`src/rtl/mux_scan_n_if.sv`:
```
// Bus bundle for mux_scan_n: packed channel inputs, select/scan controls,
// and the registered display outputs.
interface mux_scan_n_if #(
  parameter int W = 8,
  parameter int N = 4
);
  localparam int SW = (N > 1) ? $clog2(N) : 1;

  logic [N*W-1:0] d;
  logic [SW-1:0]  sel;
  logic           mode;
  logic           en;
  logic [N-1:0]   mask;
  logic [W-1:0]   out;
  logic [SW-1:0]  ch;
  logic           valid;
  logic           wrap;

  modport master (
    output d, sel, mode, en, mask,
    input  out, ch, valid, wrap
  );

  modport slave (
    input  d, sel, mode, en, mask,
    output out, ch, valid, wrap
  );
endinterface

```
`src/rtl/mux_scan_n.sv`:
```
// N-channel W-bit multiplexer with registered output; direct select or a
// round-robin scan over the masked channels, dwelling HOLD cycles on each.
module mux_scan_n #(
  parameter int W    = 8,
  parameter int N    = 4,
  parameter int HOLD = 1
) (
  input logic          clk,
  input logic          reset,
  mux_scan_n_if.slave  bus
);
  localparam int SW = (N > 1) ? $clog2(N) : 1;
  localparam int CW = $clog2(HOLD) + 1;
  localparam logic [CW-1:0] HOLD_M1 = CW'(HOLD - 1);

  logic [W-1:0]  r_out;
  logic [SW-1:0] r_ch;
  logic          r_valid;
  logic          r_wrap;
  logic [SW-1:0] r_p;
  logic [CW-1:0] r_cnt;
  logic          r_mode_q;

  logic [SW-1:0] w_low;
  logic [SW-1:0] w_next;
  logic          w_found_after;
  logic          w_next_wrap;
  logic          w_cur_en;
  logic          w_sel_ok;
  logic [W-1:0]  w_sel_data;
  logic [SW-1:0] w_s;
  logic [W-1:0]  w_s_data;
  logic [CW-1:0] w_cnt_nxt;
  logic          w_wrap_nxt;

  // Channel search and next-state selection for both modes
  always_comb begin
    w_low         = '0;
    w_next        = '0;
    w_found_after = 1'b0;
    w_cur_en      = 1'b0;
    w_sel_ok      = 1'b0;
    w_sel_data    = '0;
    w_s_data      = '0;
    // Descending scan leaves the lowest enabled channel in w_low
    for (int i = N - 1; i >= 0; i--) begin
      if (bus.mask[i]) begin
        w_low = SW'(i);
      end else begin
        w_low = w_low;
      end
    end
    for (int i = 0; i < N; i++) begin
      if (!w_found_after && bus.mask[i] && (SW'(i) > r_p)) begin
        w_next        = SW'(i);
        w_found_after = 1'b1;
      end else begin
        w_next        = w_next;
      end
      if (SW'(i) == r_p) begin
        w_cur_en = bus.mask[i];
      end else begin
        w_cur_en = w_cur_en;
      end
      if (SW'(i) == bus.sel) begin
        w_sel_ok   = 1'b1;
        w_sel_data = bus.d[i*W +: W];
      end else begin
        w_sel_ok   = w_sel_ok;
      end
    end
    // Nothing enabled above p: the sweep wraps to the lowest enabled channel
    if (w_found_after) begin
      w_next_wrap = 1'b0;
    end else begin
      w_next      = w_low;
      w_next_wrap = 1'b1;
    end

    if (!r_mode_q) begin
      w_s        = w_low;
      w_cnt_nxt  = '0;
      w_wrap_nxt = 1'b0;
    end else if ((r_cnt == HOLD_M1) || !w_cur_en) begin
      w_s        = w_next;
      w_cnt_nxt  = '0;
      w_wrap_nxt = w_next_wrap;
    end else begin
      w_s        = r_p;
      w_cnt_nxt  = r_cnt + CW'(1);
      w_wrap_nxt = 1'b0;
    end

    for (int i = 0; i < N; i++) begin
      if (SW'(i) == w_s) begin
        w_s_data = bus.d[i*W +: W];
      end else begin
        w_s_data = w_s_data;
      end
    end
  end

  // Output, scan pointer, dwell counter and mode history registers
  always_ff @(posedge clk or posedge reset) begin
    if (reset) begin
      r_out    <= '0;
      r_ch     <= '0;
      r_valid  <= 1'b0;
      r_wrap   <= 1'b0;
      r_p      <= '0;
      r_cnt    <= '0;
      r_mode_q <= 1'b0;
    end else if (!bus.en) begin
      r_wrap <= 1'b0;
    end else begin
      r_mode_q <= bus.mode;
      if (!bus.mode) begin
        r_out   <= w_sel_ok ? w_sel_data : '0;
        r_ch    <= bus.sel;
        r_valid <= w_sel_ok;
        r_wrap  <= 1'b0;
        r_cnt   <= '0;
      end else if (bus.mask == '0) begin
        r_out   <= '0;
        r_ch    <= r_p;
        r_valid <= 1'b0;
        r_wrap  <= 1'b0;
        r_cnt   <= '0;
      end else begin
        r_p     <= w_s;
        r_cnt   <= w_cnt_nxt;
        r_wrap  <= w_wrap_nxt;
        r_out   <= w_s_data;
        r_ch    <= w_s;
        r_valid <= 1'b1;
      end
    end
  end

  assign bus.out   = r_out;
  assign bus.ch    = r_ch;
  assign bus.valid = r_valid;
  assign bus.wrap  = r_wrap;
endmodule

```
`src/flat_wrapper.sv`:
```
// flat-port wrapper written by rule: the top's interface ports become plain ports
module mux_scan_n_flat 
#(
  parameter int W    = 8,
  parameter int N    = 4,
  parameter int HOLD = 1
)
  (clk, reset, bus_d, bus_sel, bus_mode, bus_en, bus_mask, bus_out, bus_ch, bus_valid, bus_wrap);
  mux_scan_n_if #(.W(W), .N(N)) bus_i ();
  input logic clk;
  input logic reset;
  input wire logic [$bits(bus_i.d)-1:0] bus_d;
  input wire logic [$bits(bus_i.sel)-1:0] bus_sel;
  input wire logic [$bits(bus_i.mode)-1:0] bus_mode;
  input wire logic [$bits(bus_i.en)-1:0] bus_en;
  input wire logic [$bits(bus_i.mask)-1:0] bus_mask;
  output wire logic [$bits(bus_i.out)-1:0] bus_out;
  output wire logic [$bits(bus_i.ch)-1:0] bus_ch;
  output wire logic [$bits(bus_i.valid)-1:0] bus_valid;
  output wire logic [$bits(bus_i.wrap)-1:0] bus_wrap;
  assign bus_i.d = bus_d;
  assign bus_i.sel = bus_sel;
  assign bus_i.mode = bus_mode;
  assign bus_i.en = bus_en;
  assign bus_i.mask = bus_mask;
  assign bus_out = bus_i.out;
  assign bus_ch = bus_i.ch;
  assign bus_valid = bus_i.valid;
  assign bus_wrap = bus_i.wrap;
  mux_scan_n #(.W(W), .N(N), .HOLD(HOLD)) u_core (.clk(clk), .reset(reset), .bus(bus_i));
endmodule
```
`config.mk`:
```
export PLATFORM = sky130hd
export DESIGN_NAME = mux_scan_n_flat
export DESIGN_NICKNAME = d
export VERILOG_FILES = /design/src/rtl/mux_scan_n_if.sv /design/src/rtl/mux_scan_n.sv /design/src/flat_wrapper.sv
export SDC_FILE = /design/constraint.sdc
export NUM_CORES = 1
export LEC_CHECK = 0
export BUFFER_PORTS_ARGS = -buffer_cell sky130_fd_sc_hd__buf_4
export CAP_MARGIN = 20
export CORE_MARGIN = 2
export CORE_UTILIZATION = 45
export CTS_CLUSTER_DIAMETER = 200
export CTS_CLUSTER_SIZE = 16
export DETAILED_ROUTE_END_ITERATION = 10
export HOLD_SLACK_MARGIN = 0.1
export PLACE_DENSITY = 0.73
export SYNTH_ARGS = -nofsm -noshare
export SYNTH_HDL_FRONTEND = slang
export SYNTH_SLANG_ARGS = --single-unit
```
`constraint.sdc`:
```
create_clock -name clk -period 2.95 [get_ports clk]
set_input_delay 0.295 -clock clk [delete_from_list [all_inputs] [get_ports clk]]
set_output_delay 0.295 -clock clk [all_outputs]
set_load 0.01 [all_outputs]
```
# ---- Word-level counts from Yosys, hierarchy flattened
# Index checks and enable logic that the tools add are counted.
dict set report classes {
  n_addsub 1
  order_cmp 4
  n_eq_ne 9
  n_mux 47
  bitwise_logic 1
  reduce_logical 17
}
# operator count
set op_table {}
lappend op_table {{8-bit 2-to-1 mux} 11}
lappend op_table {{1-bit 2-to-1 mux} 25}
lappend op_table {{2-bit 2-to-1 mux} 11}
lappend op_table {{2-bit equality test, first input constant} 6}
lappend op_table {{1-bit logical AND} 7}
lappend op_table {{1-bit by 2-bit equality test with 1-bit output, first input constant} 3}
lappend op_table {{2-bit zero test} 3}
lappend op_table {{1-bit by 2-bit > comparator with 1-bit output, first input constant} 2}
lappend op_table {{2-bit > comparator, first input constant} 2}
lappend op_table {{1-bit zero test} 4}
lappend op_table {{4-bit zero test} 1}
lappend op_table {{2-bit AND reduction} 1}
lappend op_table {{1-bit adder, second input constant} 1}
lappend op_table {{1-bit logical OR} 1}
lappend op_table {{1-bit inverter} 1}
dict set report word_totals {
  register_bits 16
  output_inout_bits 12
}

# ---- Depth between registers and ports, before layout
# Gate-level depths: netlist (run 1).
dict set report logic_depth {
  ltp_word 25
  mapped_depth 8
  ltp_nobuf 6
}

# ---- Worst setup path after synthesis (run 1)
# OpenSTA, ideal clock, no wires.
dict set report synth_path {
  path_type {reg-to-reg}
  startpoint {register u_core.r_p[0]}
  endpoint {register u_core.r_out[1], in the netlist u_core.bus.out[1]}
  setup_time_ns 0.124
  arrival_ns 1.931
  t_required_ns 2.826
  slack_ns 0.895
  path_stages_with_launch 8
  period_less_slack_ns 2.055
  path_cell_list {dfrtp_1 -> and2b_4 -> o21ai_1 -> a311o_1 -> buf_4 -> nand2_4 -> mux2_1 -> a211o_1}
}
dict set report synth_via {
  elab_chain_cells 25
  elab_cells_between_ends 44
}
# item line_no
set synth_lines {}
lappend synth_lines {{start, declared} mux_scan_n.sv:20} ;# logic [SW-1:0] r_p;
lappend synth_lines {{start signal, assigned} mux_scan_n.sv:130} ;# r_p <= w_s;
lappend synth_lines {{1-bit by 2-bit > comparator with 1-bit output} mux_scan_n.sv:54} ;# if (!w_found_after && bus.mask[i] && (SW'(i) > r_p)) begin
lappend synth_lines {{1-bit logical AND} mux_scan_n.sv:54}
lappend synth_lines {{1-bit 2-to-1 mux} mux_scan_n.sv:54}
lappend synth_lines {{1-bit zero test} mux_scan_n.sv:54}
lappend synth_lines {{1-bit logical AND (2 in series)} mux_scan_n.sv:54}
lappend synth_lines {{1-bit 2-to-1 mux} mux_scan_n.sv:54}
lappend synth_lines {{1-bit zero test} mux_scan_n.sv:54}
lappend synth_lines {{1-bit logical AND (2 in series)} mux_scan_n.sv:54}
lappend synth_lines {{(+5 left out)} -}
lappend synth_lines {{2-bit 2-to-1 mux} mux_scan_n.sv:73} ;# if (w_found_after) begin
lappend synth_lines {{2-bit 2-to-1 mux *} mux_scan_n.sv:84} ;# end else if ((r_cnt == HOLD_M1) || !w_cur_en) begin
lappend synth_lines {{2-bit 2-to-1 mux *} mux_scan_n.sv:80} ;# if (!r_mode_q) begin
lappend synth_lines {{2-bit zero test} mux_scan_n.sv:95} ;# if (SW'(i) == w_s) begin
lappend synth_lines {{8-bit 2-to-1 mux (3 in series)} mux_scan_n.sv:95}
lappend synth_lines {{8-bit 2-to-1 mux *} mux_scan_n.sv:95}
lappend synth_lines {{8-bit 2-to-1 mux *} mux_scan_n.sv:123} ;# end else if (bus.mask == '0) begin
lappend synth_lines {{8-bit 2-to-1 mux *} mux_scan_n.sv:117} ;# if (!bus.mode) begin
lappend synth_lines {{end signal, assigned} mux_scan_n.sv:118} ;# r_out <= w_sel_ok ? w_sel_data : '0;
lappend synth_lines {{end signal, assigned} mux_scan_n.sv:133} ;# r_out <= w_s_data;
lappend synth_lines {{end, declared} mux_scan_n.sv:16} ;# logic [W-1:0] r_out;
# Every way passes the cells marked *; elsewhere a longest branch is shown, timed or not.
# A chain may end at the register's enable or synchronous reset.

# ---- Final worst setup path (run 1)
# Ends and elaborated chain as after synthesis.

==> results.md, run 1 <==
- Die ar.: 4000 sq um
- Crit start category: flip-flop
- Setup violators final: 0
- Post-synthesis compound-gate area fraction: 28.8%
- GRT Resource Usage Total: 22.3%
- First-pass GRT wire length: 7.14 mm
- Leakage: 0.862 nW
- Max-slew headroom: 56.0%
- CTS resizes: 0
- Syn nets: 215
- Worst Setup End Kind: flip-flop
- Vias in the first global route: 1449
- Fill count: 316
- DRC: 0
- Cts hold-fix bufs: 0
- Run status: complete, no violations
- RSZ-0062 raised after global routing: false
- Synth Area in XOR/XNOR: 0%
- Area growth syn-to-layout: 25.5%
- Util after Layout: 58.9%
- Peak VDD IR: 0.262 mV
- Initial core utilization: 46.9%
- Simple-Gate Fraction of Synth Area: 18.5%
- Post-route ant nets: 0
- EDFF count, synth: 0
- Flop2flop setup slack: 0.53 ns
- Max Fclk: 414 MHz
- R2R depth: 6
- Syn avg cell area: 9.13 sq um
- Final non-filler cell total: 261
- Die H: 63.2 um
- Register area share after synthesis: 25.4%
- First-pass DRT Iterations: 4
- Synth warn: 0
- Fraction of synthesized area in multiplexers: 19.8%
- Flops & latches, synth: 16
- Die width: 63.2 um
- Post-layout min period: 2.42 ns
- Clock transition at path regs: 0.10 ns
- Synth Area in Adders: 0%
- Worst EP arrival: 2.59 ns
- Power Dens Cells: 426 nW/um^2
- Port bufs: 53
- CP Max Fanout: 14
- Post-CTS Setup Inserts: 0
- Largest net degree at the start of global routing: 26
- H-tree depth: 1
- Pins Over Slew Limit: 0
- DR top layer: met4
- Routed WL: 4.18 mm
- Max-Cap Viols: 0
- Grt ovf: 0
- CTS tree: yes
- Final hold vios: 0
- Max clock buf depth: 2
- Core box area: 3360 sq um
- Met1 Wirelength: 1.78 mm
- Detail Route met2 WL: 2.13 mm
- Final worst-path cycle share: 81.9%
- Primary FF master, synth: dfrtp_1
- Worst flop-to-flop path endpoint: u_core.bus.out[1]$_DFFE_PP0P_
- Actual slew at the worst max-slew pin: 0.659 ns
- Largest family of logic cells by synthesized area: compound AO/OA/AOI/OAI gates
- CP Data Required Time: 3.13 ns
- Rows: 21
- DR WL/cell: 16.0 um
- Avg Vias per Cell: 5.85
- Clk sinks: 16
- HP Class: in -> async
- Critical path class: reg -> reg
- Later-pin clock latency in the skew report: 0.28 ns
- Initial antenna violation count: 0
- Final hold slack: 0.0932 ns
- RR Startpoint: u_core.r_p[0]$_DFFE_PP0P_
- I/O pin total: 54
- Gpl congestion: 0.901
- Post-Synthesis Cells: 173
- Mapped Area: 1580 sq um
- Clock buffer count from CTS: 3
- Dpl hpwl: 3.19 mm
- Final-stage net count: 258
- Setup Skew: 0.00412 ns
- Met3 WL post-DR: 250 um
- Placed cells: 257
- Final TNS setup: 0 ns
- Ant. Diodes: 0
- Share of layout cells above drive strength 1: 35.3%
- Root Buffer: clkbuf_4
- DR iter-0 viols: 100
- DR vias: 1528
- Cell variety after synth: 44
- Fraction of registers with async set/reset: 100%
area by class of cell:
class / instances / area (sq um) / area share [%]
Multi-Input combinational cell: 135 / 1060 / 53.5
Timing Repair Buffer: 54 / 405 / 20.5
Sequential cell: 16 / 400 / 20.2
Tap cell: 46 / 57.6 / 2.90
Clock buffer: 4 / 36.3 / 1.83
Inverter: 6 / 22.5 / 1.14
worst max-delay path, stage by stage (launching register included):
cell and delay (ns):
dfrtp_1 0.55, and2b_4 0.36, o21ai_1 0.08, a311o_1 0.51
nand2_4 0.18, mux2_1 0.33, a211o_1 0.30
synth_stat cells, drive strengths merged, types with 3 or more instances:
cell type	number	area share, %
nor2	13	3.1
nor2b	5	2.0
buf	11	4.9
a211oi	7	3.6
nand2	9	2.6
a311oi	3	1.7
a211o	7	3.9
mux2	7	5.2
clkbuf	5	1.2
mux4	8	11
nand3	7	2.2
a21oi	14	4.7
dfrtp	16	25
o21ai	16	5.1
nand2b	10	4.0
inv	6	1.4
a21o	3	1.4
and2	3	1.2
mux2i	5	3.2
state kept, by name, summed over array words and instances (netlist names):
register	flops
u_core.bus.out	8
u_core.r_cnt	1
u_core.bus.wrap	1
u_core.bus.valid	1
u_core.r_mode_q	1
u_core.bus.ch	2
u_core.r_p	2
worst max-delay path by stage:
stage / slack, ns / endpoint / from / cells past startpoint
after floorplan: 0.89 / u_core.bus.out[1]$_DFFE_PP0P_ / u_core.r_p[0]$_DFFE_PP0P_ / 7
after global placement: 0.62 / u_core.bus.out[6]$_DFFE_PP0P_ / u_core.r_p[0]$_DFFE_PP0P_ / 6
after detailed placement: 0.56 / u_core.bus.out[1]$_DFFE_PP0P_ / u_core.r_p[0]$_DFFE_PP0P_ / 6
after CTS: 0.55 / u_core.bus.out[1]$_DFFE_PP0P_ / u_core.r_p[0]$_DFFE_PP0P_ / 6
after global routing: 0.43 / u_core.bus.out[1]$_DFFE_PP0P_ / u_core.r_p[0]$_DFFE_PP0P_ / 6
final: 0.53 / u_core.bus.out[1]$_DFFE_PP0P_ / u_core.r_p[0]$_DFFE_PP0P_ / 6
placed cells by master (no fill, tap or decap), types with 2 or more instances in the layout:
| cell | netlist | final |
|---|---|---|
| a21o_1 | 3 | 3 |
| nor2b_1 | 5 | 5 |
| a21oi_1 | 13 | 13 |
| nor2_1 | 13 | 13 |
| buf_4 | 2 | 54 |
| mux2i_1 | 5 | 5 |
| and2_1 | 3 | 3 |
| a211oi_1 | 6 | 6 |
| nand2b_1 | 10 | 10 |
| clkbuf_4 | 0 | 3 |
| inv_1 | 5 | 5 |
| o221ai_1 | 2 | 2 |
| mux2_1 | 6 | 6 |
| dfrtp_1 | 16 | 16 |
| nand2_1 | 8 | 8 |
| nand3_1 | 7 | 7 |
| mux4_2 | 8 | 8 |
| a211o_1 | 7 | 7 |
| o21ai_0 | 15 | 15 |
| nor4_1 | 2 | 2 |
| a311oi_1 | 3 | 3 |
per-layer routing:
layer,track usage (%),up-vias
met5,0,-
met4,4.08,0
met3,2.86,2
met2,37.8,52
met1,31.0,732
li1,-,742
metrics by stage:
| stage | worst slack (ns) | instance area [sq um] | total power, mW |
|---|---|---|---|
| global placement | 0.622 | 1950 | 0.688 |
| global route | 0.425 | 1980 | 0.904 |
| finish | 0.534 | 1980 | 0.844 |
| detailed placement | 0.558 | 1950 | 0.699 |
| floorplan | 0.895 | 1580 | 0.579 |
| CTS | 0.548 | 1980 | 0.848 |
cells by family (layout without fill, tap and decap cells):
family,after synthesis,count (layout)
AND/OR/NAND/NOR,54,54
flip-flops,16,16
multiplexers,20,20
buffers and inverters,22,64
AO/OA/AOI/OAI,61,61
report_power, final:
| part | internal (mW) | switching [mW] | leakage, nW |
|---|---|---|---|
| combinational | 0.200 | 0.203 | 0.651 |
| sequential | 0.250 | 0.0430 | 0.189 |
| clock | 0.0751 | 0.0726 | 0.0210 |
| total | 0.525 | 0.319 | 0.862 |
Power figures use the tool's default switching activity.
==> run 2: changes to the inputs <==
ABC_AREA = 1   (was not set)
PLACE_DENSITY = 0.76   (was 0.73)
clock period = 2.1 ns   (was 2.95 ns; I/O delays follow)
==> results.md, run 2 <==
- Rows: 21 (unchanged)
- Max clock buf depth: 2 (unchanged)
- Final Instance Area: 2100 sq um (+6.0%)
- Design Power: 1.15 mW (+37%)
- CP cell instances: inv_2 -> nand2_4 -> nor2_4 -> nor2_8 -> nand2_2 -> nand3_2 -> nand3_4 -> nand2_8 -> nor2_4 -> inv_4 -> o21ai_0 -> inv_1 -> nand2_1 -> nand2_1
- Initial core utilization: 47.2% (+0.22 points)
- Vias in the first global route: 1757 (+21%)
- Max Fclk: 509 MHz (+23%)
- Routed WL: 4.38 mm (+4.8%)
- Area contributors post-synth: dfrtp_1, nand2_1, inv_1
- Syn nets: 294 (+37%)
- Fill count: 332 (+5.1%)
- Ant. Diodes: 0 (unchanged)
- WP buf/inv: 3 (+3)
- Worst flop-to-flop path endpoint: u_core.bus.out[4]$_DFFE_PP0P_
- Critical path depth in cells: 14 (+8)
- Peak VDD IR: 0.266 mV (+1.6%)
- Actual slew at the worst max-slew pin: 0.631 ns (-0.0286 ns)
- Clock buffer count from CTS: 3 (unchanged)
- RR Startpoint: u_core.r_p[1]$_DFFE_PP0P_
- I/O pin total: 54 (unchanged)
- Final hold vios: 0 (unchanged)
- Final hold slack: 0.151 ns (+0.0573 ns)
- Post-layout min period: 1.96 ns (-0.452 ns)
- Initial antenna violation count: 0 (unchanged)
- Flops & latches, synth: 16 (unchanged)
- Later-pin clock latency in the skew report: 0.28 ns (about the same)
- Commonest non-fill, non-tap cell in the layout: nand2_1
- CP Max Fanout: 13 (-1)
- Dpl hpwl: 3.49 mm (+9.5%)
- Run status: complete, no violations
- Util after Layout: 63.0% (+4.0 points)
- Hold depth: 2
- Max FFs per register: 8 (unchanged)
- Die width: 63.1 um (-0.15%)
- Max-slew headroom: 57.9% (+1.9 points)
- Setup violators final: 0 (unchanged)
- Syn avg cell area: 6.25 sq um (-32%)
- Final non-filler cell total: 353 (+35%)
- Final worst-path cycle share: 93.5% (+12 points)
- Power Dens Cells: 550 nW/um^2 (+29%)
- Max-Cap Viols: 0 (unchanged)
- CP max stage cell: dfrtp_1
- Worst setup path end: u_core.bus.out[4]$_DFFE_PP0P_
- Gpl congestion: 0.866 (-3.9%)
- CP Data Required Time: 2.28 ns (-0.85 ns)
- Die H: 63.1 um (-0.15%)
- Register area share after synthesis: 25.4% (+0.081 points)
- DR WL/cell: 12.4 um (-23%)
- HP Class: in -> reg
- Post-route ant nets: 0 (unchanged)
- Avg Vias per Cell: 5.16 (-12%)
- Port bufs: 53 (unchanged)
- CP max stage delay: 0.43 ns (-0.12 ns)
- Synth top area share: 25.4% (+0.081 points)
- Share of layout cells above drive strength 1: 31.3% (-4.1 points)
- First-pass GRT wire length: 7.33 mm (+2.7%)
- Clk sinks: 16 (unchanged)
- Flop2flop setup slack: 0.14 ns (-0.40 ns)
- Critical path class: reg -> reg
- Critical path startpoint: u_core.r_p[1]$_DFFE_PP0P_
- Post-synth top cells: nand2_1, inv_1, o21ai_0, nor2_1, nand3_1
- Fraction of registers with async set/reset: 100% (unchanged)
- Highest-count cells in the layout ignoring fill and taps: nand2_1, buf_4, inv_1, o21ai_0, nor2_1
- Root Buffer: clkbuf_4
- Post-synth top area cell: dfrtp_1
- DRC: 0 (unchanged)
- Mapped Area: 1570 sq um (-0.32%)
- Worst EP arrival: 2.14 ns (-0.45 ns)
- Crit start category: flip-flop
- Grt ovf: 0 (unchanged)
- Pins Over Slew Limit: 0 (unchanged)
- Core box area: 3340 sq um (-0.78%)
- R2R depth: 14 (+8)
- Area growth syn-to-layout: 33.5%
- Most frequent cell after synthesis: nand2_1
- Cell family with most CP delay: simple AND/OR/NAND/NOR gates
- GRT Resource Usage Total: 22.5% (+0.18 points)
- Worst Setup End Kind: flip-flop
- H-tree depth: 1 (unchanged)
- First-pass DRT Iterations: 7 (+3)
- Final-stage net count: 350 (+36%)
- Clock transition at path regs: 0.09 ns (about the same)
- Post-place setup slack: 0.121 ns (-0.437 ns)
- Post-Synthesis Cells: 252 (+46%)
- CTS tree: yes
- Final TNS setup: 0 ns (unchanged)
- Cell variety after synth: 31 (-30%)
- Fin worst setup slack: 0.136 ns (-0.398 ns)
- Largest net degree at the start of global routing: 17 (-35%)
- Setup Skew: 0.00169 ns (-0.00243 ns)
- Primary FF master, synth: dfrtp_1
- Placed cells: 344 (+34%)
- EDFF count, synth: 0 (unchanged)
- Leakage: 1.14 nW (+32%)
- DR iter-0 viols: 104 (+4.0%)
- Die ar.: 3990 sq um (-0.30%)
- Synth warn: 0 (unchanged)
- DR vias: 1822 (+19%)
- Placed Area: 1990 sq um (+2.3%)
[run 2: changes by cell type in the layout (fill, tap and decap cells not counted), moves of 7 or more]
cell	before	now
inv_1	5	37
nor2_1	13	22
o21ai_2	0	7
mux4_2	8	0
o21ai_0	15	24
nand2b_1	10	0
nand3_1	7	18
nand2_1	8	67
a211o_1	7	0
[run 2: worst reg2reg max path, stage by stage, from the launching register on]
cell and delay (ns):
dfrtp_1 0.43, inv_2 0.14, nand2_4 0.08, nor2_4 0.16, nor2_8 0.06, nand2_2 0.09
nand3_2 0.09, nand3_4 0.13, nand2_8 0.10, nor2_4 0.18, inv_4 0.09, o21ai_0 0.15
inv_1 0.05, nand2_1 0.06, nand2_1 0.05
[run 2: kinds of logic after synthesis]
kind of cell | Yosys count | share of synthesized area [%]
simple gates | 125 | 36.7
compound gates | 58 | 23.5
buf+inv | 53 | 14.4
flops | 16 | 25.4
[run 2: worst min path at each step]
| stage | startpoint | endpoint | slack (ns) |
|---|---|---|---|
| after floorplan | reset | u_core.bus.ch[0]$_DFFE_PP0P_ | 0.12 |
| after global placement | reset | u_core.bus.out[2]$_DFFE_PP0P_ | 0.32 |
| after detailed placement | reset | u_core.bus.out[7]$_DFFE_PP0P_ | 0.33 |
| after CTS | bus_en | u_core.r_cnt$_DFFE_PP0P_ | 0.15 |
| after global routing | bus_en | u_core.r_cnt$_DFFE_PP0P_ | 0.13 |
| final | bus_en | u_core.r_cnt$_DFFE_PP0P_ | 0.15 |
[run 2: power breakdown]
part	total, mW	internal (mW)	switching (mW)
combinational	0.568	0.242	0.326
sequential	0.384	0.351	0.0333
clock	0.202	0.105	0.0969
total	1.15	0.699	0.456
[run 2: layout make-up]
class                      count  area, sq um  area share, %
clock buffer                   4         36.3           1.73
inverter                      43          166           7.92
multi-input combinational    183          980           46.6
sequential                    16          400           19.1
tap                           46         57.6           2.74
timing repair buffer          61          460           21.9
[run 2: routing by layer]
layer / global-route usage (%) / vias to the layer above / routed length [um]
li1: - / 919 / -
met1: 27.0 / 832 / 1770
met2: 41.8 / 65 / 2330
met3: 3.75 / 6 / 230
met4: 4.72 / 0 / 55
met5: 0 / - / 0
[run 2: repair_timing]
item                       CTS  global route
buffers inserted             0             4
resized for setup            0             7
setup endpoints to repair    0             8
hold endpoints to repair    16             0
hold buffers                 1             0
==> run 3: changes to the inputs <==
PLACE_DENSITY = 0.73   (was 0.76)
clock period = 2.05 ns   (was 2.1 ns; I/O delays follow)
==> results.md, run 3 (synthesis gave the netlist of run 2 again) <==
- Grt ovf: 0 (unchanged)
- Worst EP arrival: 2.11 ns (-0.03 ns)
- HP Class: in -> reg
- Initial antenna violation count: 0 (unchanged)
- Worst Setup End Kind: flip-flop
- Hold depth: 2 (unchanged)
- Register Area: 403 sq um (+0.62%)
- Die H: 63.1 um (unchanged)
- Final hold vios: 0 (unchanged)
- Fin worst setup slack: 0.125 ns (-0.0112 ns)
- Max FFs per register: 8 (unchanged)
- First-pass GRT wire length: 7.18 mm (-2.1%)
- Highest-count cells in the layout ignoring fill and taps: nand2_1, buf_4, inv_1, o21ai_0, nor2_1
- Max clock buf depth: 2 (unchanged)
- Max-slew headroom: 48.4% (-9.5 points)
- CTS tree: yes
- Setup violators final: 0 (unchanged)
- Run status: complete, no violations
- Port bufs: 53 (unchanged)
- R2R depth: 14 (unchanged)
- Clock buffer count from CTS: 3 (unchanged)
- DR WL/cell: 12.6 um (+1.9%)
- Post-layout min period: 1.92 ns (-0.0388 ns)
- Max Fclk: 520 MHz (+2.0%)
- Pins Over Slew Limit: 0 (unchanged)
- Die ar.: 3990 sq um (unchanged)
- Cell family with most CP delay: simple AND/OR/NAND/NOR gates
- Fill count: 331 (-0.30%)
- Dpl hpwl: 3.58 mm (+2.3%)
- H-tree depth: 1 (unchanged)
- Share of layout cells above drive strength 1: 31.5% (+0.21 points)
- Vias in the first global route: 1716 (-2.3%)
- Area growth syn-to-layout: 32.9%
- CP cell instances: inv_2 -> nand2_4 -> nand2_2 -> nand2_1 -> a21oi_2 -> nand3_4 -> nand2_8 -> inv_1 -> nor2_1 -> nand2_1 -> nand3_1 -> nand2_1 -> nand2_1 -> nand2_1
- DRC: 0 (unchanged)
- Post-route ant nets: 0 (unchanged)
- Multi-input gate area: 968 sq um (-1.1%)
- Ant. Diodes: 0 (unchanged)
- Die width: 63.1 um (unchanged)
- Later-pin clock latency in the skew report: 0.30 ns (+0.02 ns)
- Setup Skew: 0.00807 ns (+0.00638 ns)
- Clk sinks: 16 (unchanged)
- Largest net degree at the start of global routing: 17 (unchanged)
- Actual slew at the worst max-slew pin: 0.771 ns (+0.140 ns)
- Post-place setup slack: 0.107 ns (-0.0136 ns)
- DR vias: 1771 (-2.8%)
- CP Data Required Time: 2.24 ns (-0.04 ns)
- GRT Resource Usage Total: 22.6% (+0.062 points)
- Peak VDD IR: 0.347 mV (+30%)
- Avg Vias per Cell: 5.05 (-2.2%)
- Initial core utilization: 47.2% (unchanged)
- Final-stage net count: 348 (-0.57%)
- Final worst-path cycle share: 93.9% (+0.39 points)
- Commonest non-fill, non-tap cell in the layout: nand2_1
- DR iter-0 viols: 99 (-4.8%)
- Placed cells: 343 (-0.29%)
- WP buf/inv: 2 (-1)
- CP Max Fanout: 13 (unchanged)
- Final non-filler cell total: 351 (-0.57%)
- Max-Cap Viols: 0 (unchanged)
- I/O pin total: 54 (unchanged)
- First-pass DRT Iterations: 4 (-3)
- Rows: 21 (unchanged)
- Critical path's most frequent cell: nand2_1
- Leakage: 1.13 nW (-0.96%)
- Core box area: 3340 sq um (unchanged)
- Clock transition at path regs: 0.11 ns (+0.02 ns)
- Flop2flop setup slack: 0.13 ns (about the same)
- Gpl congestion: 0.912 (+5.4%)
- Critical path class: reg -> reg
- Power Dens Cells: 573 nW/um^2 (+4.3%)
- Routed WL: 4.44 mm (+1.3%)
- Crit start category: flip-flop
- CP max stage delay: 0.46 ns (+0.03 ns)
- CP max stage cell: dfrtp_2
- Root Buffer: clkbuf_4
- Critical path depth in cells: 14 (unchanged)
[run 3: layout make-up]
class / instances / area share (%)
Multi-Input combinational cell: 183 / 46.3
Timing Repair Buffer: 59 / 21.9
Sequential cell: 16 / 19.3
Inverter: 43 / 8.07
Tap cell: 46 / 2.75
Clock buffer: 4 / 1.73
[run 3: stage by stage]
step | TNS (ns) | util (%) | hold slack, ns | area (sq um) | power [mW]
final | 0 | 62.7 | 0.126 | 2090 | 1.20
after global routing | -0.0534 | 62.7 | 0.125 | 2090 | 1.29
after CTS | 0 | 60.8 | 0.126 | 2030 | 1.16
after detailed placement | 0 | 59.4 | 0.332 | 1980 | 0.939
after global placement | 0 | 59.4 | 0.323 | 1980 | 0.933
after floorplan | 0 | - | 0.119 | 1570 | 0.755
[run 3: timing repair]
action,CTS,global route
resized for setup,0,10
hold buffers,1,0
buffers inserted,0,3
setup endpoints to repair,0,8
endpoints found under the hold margin,16,0
[run 3: power breakdown]
part / switching, mW / leakage, nW / internal (mW) / total, mW
Clock: 0.113 / 0.0210 / 0.108 / 0.221
Combinational: 0.330 / 0.912 / 0.252 / 0.581
Sequential: 0.0353 / 0.194 / 0.361 / 0.396
[run 3: per-layer routing]
metal	GRT usage [%]	share of wire, %	vias to the layer above
met1	26.3	42	798
met5	0	0	-
met4	8.61	1.7	0
met3	4.29	4.7	8
met2	40.6	51	50
li1	-	-	915
[run 3: path summary, 6_finish.rpt]
check,endpoint,from
max,u_core.bus.out[6]$_DFFE_PP0P_,u_core.r_p[0]$_DFFE_PP0P_
min reg2reg,u_core.bus.valid$_DFFE_PP0P_,u_core.bus.valid$_DFFE_PP0P_
max reg2reg,u_core.bus.out[6]$_DFFE_PP0P_,u_core.r_p[0]$_DFFE_PP0P_
min in group asynchronous,u_core.bus.out[2]$_DFFE_PP0P_,reset
max in group asynchronous,u_core.r_p[0]$_DFFE_PP0P_,reset
min,u_core.r_cnt$_DFFE_PP0P_,bus_en
